==> src/rtl/pll0_ctrl.sv <==
// Power-up / relock sequencer for the core0 PLL, clocked by the PLL reference.
// Handles reset timing, lock qualification, retries and bypass-protected divider changes.
module pll0_ctrl #(
  parameter int unsigned RST_CYCLES   = 16,
  parameter int unsigned LOCK_TIMEOUT = 4096,
  parameter int unsigned LOCK_STABLE  = 64,
  parameter int unsigned BPS_SETTLE   = 4,
  parameter int unsigned MAX_RETRY    = 3,
  parameter logic [1:0]  DEFAULT_DIV  = 2'b11
) (
  input  logic       clk_i,
  input  logic       rstn_i,
  input  logic       pll_locked_i,
  input  logic [1:0] div_req_i,
  input  logic       div_req_valid_i,
  output logic       div_req_ready_o,
  input  logic       force_bps_i,
  output logic       pll_rstn_o,
  output logic [1:0] pll_div_o,
  output logic       pll_bps_o,
  output logic       clk_ready_o,
  output logic       fail_o,
  output logic       lock_lost_o,
  output logic [1:0] retry_cnt_o,
  output logic [2:0] state_o
);

  localparam int unsigned MaxA   = (RST_CYCLES > LOCK_TIMEOUT) ? RST_CYCLES : LOCK_TIMEOUT;
  localparam int unsigned MaxB   = (LOCK_STABLE > BPS_SETTLE) ? LOCK_STABLE : BPS_SETTLE;
  localparam int unsigned CntMax = (MaxA > MaxB) ? MaxA : MaxB;
  localparam int unsigned CntW   = $clog2(CntMax + 1);

  localparam logic [CntW-1:0] RstLast     = CntW'(RST_CYCLES - 1);
  localparam logic [CntW-1:0] TimeoutLast = CntW'(LOCK_TIMEOUT - 1);
  // The WAIT cycle that first saw lock counts as the first cycle of the window.
  localparam logic [CntW-1:0] StableLast  = CntW'(LOCK_STABLE - 2);
  localparam logic [CntW-1:0] SettleLast  = CntW'(BPS_SETTLE - 1);
  localparam logic [1:0]      RetryMax    = 2'(MAX_RETRY);

  typedef enum logic [2:0] {
    StHold   = 3'd0,
    StWait   = 3'd1,
    StStable = 3'd2,
    StRun    = 3'd3,
    StSwitch = 3'd4,
    StFail   = 3'd5
  } state_e;

  state_e          state_q, state_d;
  logic [CntW-1:0] cnt_q, cnt_d;
  logic [1:0]      retry_q, retry_d;
  logic [1:0]      div_q, div_d;
  logic [1:0]      div_lat_q, div_lat_d;
  logic            rstn_q, rstn_d;
  logic            bps_q, bps_d;
  logic            ready_q, ready_d;
  logic            fail_q, fail_d;
  logic            lost_q, lost_d;
  logic            lock_meta_q, lock_s_q;
  logic            req_fire;

  always_ff @(posedge clk_i or negedge rstn_i) begin
    if (!rstn_i) begin
      lock_meta_q <= 1'b0;
      lock_s_q    <= 1'b0;
    end else begin
      lock_meta_q <= pll_locked_i;
      lock_s_q    <= lock_meta_q;
    end
  end

  assign div_req_ready_o = (state_q == StRun && lock_s_q) || (state_q == StFail);
  assign req_fire        = div_req_valid_i && div_req_ready_o;

  always_comb begin
    state_d   = state_q;
    cnt_d     = cnt_q + 1'b1;
    retry_d   = retry_q;
    div_d     = div_q;
    div_lat_d = div_lat_q;
    lost_d    = 1'b0;

    unique case (state_q)
      StHold: begin
        if (cnt_q == RstLast) begin
          state_d = StWait;
          cnt_d   = '0;
        end
      end
      StWait: begin
        if (lock_s_q) begin
          state_d = StStable;
          cnt_d   = '0;
        end else if (cnt_q == TimeoutLast) begin
          retry_d = retry_q + 2'd1;
          cnt_d   = '0;
          state_d = (retry_d == RetryMax) ? StFail : StHold;
        end
      end
      StStable: begin
        if (!lock_s_q) begin
          state_d = StWait;
          cnt_d   = '0;
        end else if (cnt_q == StableLast) begin
          state_d = StRun;
          cnt_d   = '0;
          retry_d = '0;
        end
      end
      StRun: begin
        cnt_d = '0;
        if (!lock_s_q) begin
          state_d = StHold;
          lost_d  = 1'b1;
        end else if (req_fire) begin
          state_d   = StSwitch;
          div_lat_d = div_req_i;
        end
      end
      StSwitch: begin
        if (cnt_q == SettleLast) begin
          state_d = StHold;
          cnt_d   = '0;
          div_d   = div_lat_q;
        end
      end
      StFail: begin
        cnt_d = '0;
        if (req_fire) begin
          state_d = StHold;
          div_d   = div_req_i;
          retry_d = '0;
        end
      end
      default: begin
        state_d = StHold;
        cnt_d   = '0;
      end
    endcase

    // Registered outputs follow the state being entered.
    rstn_d  = (state_d == StWait) || (state_d == StStable) ||
              (state_d == StRun) || (state_d == StSwitch);
    ready_d = (state_d == StRun) || (state_d == StFail);
    fail_d  = (state_d == StFail);
    bps_d   = (state_d == StRun) ? force_bps_i : 1'b1;
  end

  always_ff @(posedge clk_i or negedge rstn_i) begin
    if (!rstn_i) begin
      state_q   <= StHold;
      cnt_q     <= '0;
      retry_q   <= '0;
      div_q     <= DEFAULT_DIV;
      div_lat_q <= DEFAULT_DIV;
      rstn_q    <= 1'b0;
      bps_q     <= 1'b1;
      ready_q   <= 1'b0;
      fail_q    <= 1'b0;
      lost_q    <= 1'b0;
    end else begin
      state_q   <= state_d;
      cnt_q     <= cnt_d;
      retry_q   <= retry_d;
      div_q     <= div_d;
      div_lat_q <= div_lat_d;
      rstn_q    <= rstn_d;
      bps_q     <= bps_d;
      ready_q   <= ready_d;
      fail_q    <= fail_d;
      lost_q    <= lost_d;
    end
  end

  assign pll_rstn_o  = rstn_q;
  assign pll_div_o   = div_q;
  assign pll_bps_o   = bps_q;
  assign clk_ready_o = ready_q;
  assign fail_o      = fail_q;
  assign lock_lost_o = lost_q;
  assign retry_cnt_o = retry_q;
  assign state_o     = state_q;

endmodule

==> config.mk <==
export PLATFORM = sky130hd
export DESIGN_NAME = pll0_ctrl
export DESIGN_NICKNAME = d
export VERILOG_FILES = /design/src/rtl/pll0_ctrl.sv
export SDC_FILE = /design/constraint.sdc
export NUM_CORES = 1
export LEC_CHECK = 0
export BUFFER_PORTS_ARGS = -buffer_cell sky130_fd_sc_hd__buf_2
export CAP_MARGIN = 20
export CORE_MARGIN = 2
export CORE_UTILIZATION = 43
export DETAILED_ROUTE_END_ITERATION = 10
export PLACE_DENSITY = 0.61
export SETUP_SLACK_MARGIN = 0.3
export SKIP_CTS_REPAIR_TIMING = 1
export SYNTH_ARGS = -nofsm -noshare
export SYNTH_HDL_FRONTEND = slang
export SYNTH_SLANG_ARGS = --single-unit
==> constraint.sdc <==
create_clock -name clk_i -period 2.4 [get_ports clk_i]
set_input_delay 0 -clock clk_i [delete_from_list [all_inputs] [get_ports clk_i]]
set_output_delay 0 -clock clk_i [all_outputs]
set_load 0.02 [all_outputs]
==> impl_metrics.json <==
{
  "drc": 0,
  "p_leak_nw": 0.917,
  "tightest_slew_ps": 624,
  "worstSetupPathType": "reg -> reg",
  "critPathCaptureType": "register",
  "nFillCells": 342,
  "synthXorXnorAreaFrac_pct": 5.42,
  "period_share_pct": 84.4,
  "post-synth-top-count-cell": "dfrtp_1",
  "clk_latency_ps": 280,
  "fmax_ghz": 0.494,
  "cap_violations": 0,
  "synth-seq-area-share_pct": 45.3,
  "synth.avg_cell_area_um2": 10.2,
  "clockRootBuffer": "clkbuf_8",
  "design.core.area_mm2": 0.00363,
  "synth_top_area_cell": "dfrtp_1",
  "synth_cells": 159,
  "yosys.area_share.simple_pct": 29.8,
  "dp.cells": 222,
  "max-vdd-ir-drop_mv": 0.449,
  "setup_viol": 0,
  "finClkSkew_ps": 5.20,
  "worstHoldPathCells": 3,
  "cts_made_buffers": 5,
  "pwr-share-comb_pct": 36.3,
  "ctsLongestPathBuffers": 2,
  "first_pass_iters": 4,
  "synth.ff_latch_count": 29,
  "syn-num-nets": 169,
  "status": "complete, no violations",
  "rsz0062_at_grt": "yes",
  "synth_compound_area_share_pct": 11.9,
  "synth_ff_type": "dfrtp_1",
  "synth_edf_count": 0,
  "maxSlewViolCount": 0,
  "intPower_mw": 1.16,
  "cts_tree": "built",
  "muxShareOfSynthArea_pct": 2.63,
  "initial_core_util_pct": 44.5,
  "die_w_um": 65.3,
  "seqCellArea_um2": 734,
  "r2r_end": "cnt_q[6]",
  "die_area_mm2": 0.00426,
  "routed_via_density": 5.43,
  "antenna_found_initial": 0,
  "final_layout_size_suffix_gt1_share_pct": 28.6,
  "grt_pass1_vias": 1234,
  "crit_start": "cnt_q[9]",
  "tns_ps": 0,
  "synth_top_family_by_area": "simple AND/OR/NAND/NOR gates",
  "io_pins": 20,
  "stdcell_count": 237,
  "syn_area_mm2": 0.00162,
  "yosysTopAreaCellShare_pct": 37.2,
  "worstReg2RegStart": "cnt_q[9]",
  "holdCritPathClass": "in -> reg",
  "wl_per_cell_um": 13.9,
  "switching_power_uw": 722,
  "synth_area_leaders": "dfrtp_1 (37%), dfstp_2 (8.1%), nor2_1 (4.2%)",
  "final_area_mm2": 0.00195,
  "rows": 22,
  "fp.dieH_um": 65.3,
  "gp_congestion": 0.844,
  "cts.sinks": 29,
  "nets": 198,
  "diodes": 0,
  "placed_area_mm2": 0.00176,
  "drtIter0Drc": 88,
  "multi_input_comb_area_um2": 873,
  "pwr-share-seq_pct": 40.4,
  "clkTransAtPathRegs_ps": 60,
  "ys_top_cells_by_count": "dfrtp_1 (24), nor2_1 (18), nand2_1 (9)",
  "cp.arrival_ps": 2170,
  "power.density_mw_per_mm2": 966,
  "grt-ovfl-total": 0,
  "grt_max_degree": 30,
  "clkPwrFrac_pct": 23.2,
  "yosysWarnings": 0,
  "gr-usage-all-layers_pct": 17.2,
  "cp-start-kind": "register",
  "drt.antenna.violating_nets": 0,
  "r2r_cells": 5,
  "relSlewSlack_pct": 58.4,
  "hold_viol": 0,
  "p_sw_share_pct": 38.3,
  "grt_pass1_wl_um": 5620,
  "io_buffers": 19,
  "dpl.hpwl_um": 2210,
  "p_total_mw": 1.88,
  "r2r_slack_ps": 370,
  "cp-endpoint": "cnt_q[6]",
  "path_max_fanout": 6,
  "period_needed_ps": 2030,
  "async_flop_share_pct": 100,
  "htreeDepth": 2,
  "route.vias.total": 1286,
  "crit_required_ps": 2550,
  "ys_types": 51,
  "area_growth_pct": 20.8,
  "timing.hold.ws_ps": 201,
  "wl_um": 3290,
  "synth_fa_ha_area_share_pct": 2.32
}
==> metrics by stage <==
step                worst slack [ps]  utilization (%)
floorplan                        523                -
global placement                 296             48.4
detailed placement               222             48.4
CTS                              220             51.2
global route                     262             53.7
finish                           374             53.7
==> sequential cells by signal (all words and copies together) (netlist names), 2 cells and up <==
register,cells
cnt_q,13
div_lat_q,2
pll_div_o,2
retry_cnt_o,2
state_o,3
==> worst min path at each step <==
stage	from	end	slack [ps]
6_report	div_req_valid_i	pll_rstn_o	200
5_1_grt	div_req_valid_i	pll_rstn_o	230
4_1_cts	rstn_i	state_o[1]	-250
3_5_place_dp	rstn_i	state_o[1]	60
3_3_place_gp	rstn_i	state_o[0]	40
2_1_floorplan	rstn_i	clk_ready_o	-300
==> cells by family after synthesis <==
logic type	Yosys count
and+or+nand+nor	78
DFF	29
AOI/OAI and AO/OA	25
xor gates and xnor gates	10
buffers and inverters	10
muxes	4
adders and majority gates	3
==> critical path, cell delays in order, from the launching register on <==
cell and delay, ps:
dfrtp_1 400, or4_4 550, a2111oi_2 330, o32ai_2 200, a21oi_2 320, nor2_1 100
==> area by class of cell <==
| type | instances | share of cell area, % |
|---|---|---|
| clock buffer | 7 | 4.94 |
| clock inverter | 1 | 0.256 |
| inverter | 4 | 0.769 |
| multi-input combinational | 121 | 44.7 |
| sequential | 29 | 37.6 |
| tap | 48 | 3.08 |
| timing repair buffer | 27 | 8.59 |
==> routing by layer <==
metal / track usage [%] / share of wire (%) / wire length (um) / vias up
li1: - / - / - / 637
met1: 21.3 / 47 / 1550 / 628
met2: 27.7 / 49 / 1600 / 17
met3: 5.82 / 3.1 / 102 / 4
met4: 6.77 / 1.1 / 36 / 0
met5: 0 / 0 / 0 / -
==> placed cells by master (no fill, tap or decap), types with 2 or more instances in the layout <==
master and n:
xnor2_1 5, or3_1 2, ha_1 2, nand3b_1 3
nand2b_1 5, mux2_2 2, o21a_1 4, nor2b_1 2
clkbuf_8 7, buf_2 19, o211ai_1 3, and3b_1 2
o21ai_0 4, nor2_1 18, dfstp_2 5, or4_4 2
mux2i_1 2, nand4_1 2, xor2_1 5, buf_4 3
nand3_1 5, a32oi_1 2, o2bb2ai_1 3, inv_1 4
and3_1 5, and4_1 4, dlygate4sd3_1 5, dfrtp_1 22
nand2_1 9, dfrtp_2 2, or2_2 3, nor3b_1 2
==> power by group through the flow <==
stage	registers, mW	clock network, mW	logic (mW)
2_1_floorplan	0.754	0	0.477
3_3_place_gp	0.763	0	0.613
3_5_place_dp	0.767	0	0.627
4_1_cts	0.759	0.458	0.628
5_1_grt	0.788	0.480	0.773
6_report	0.762	0.438	0.685
Power figures use the tool's default switching activity.
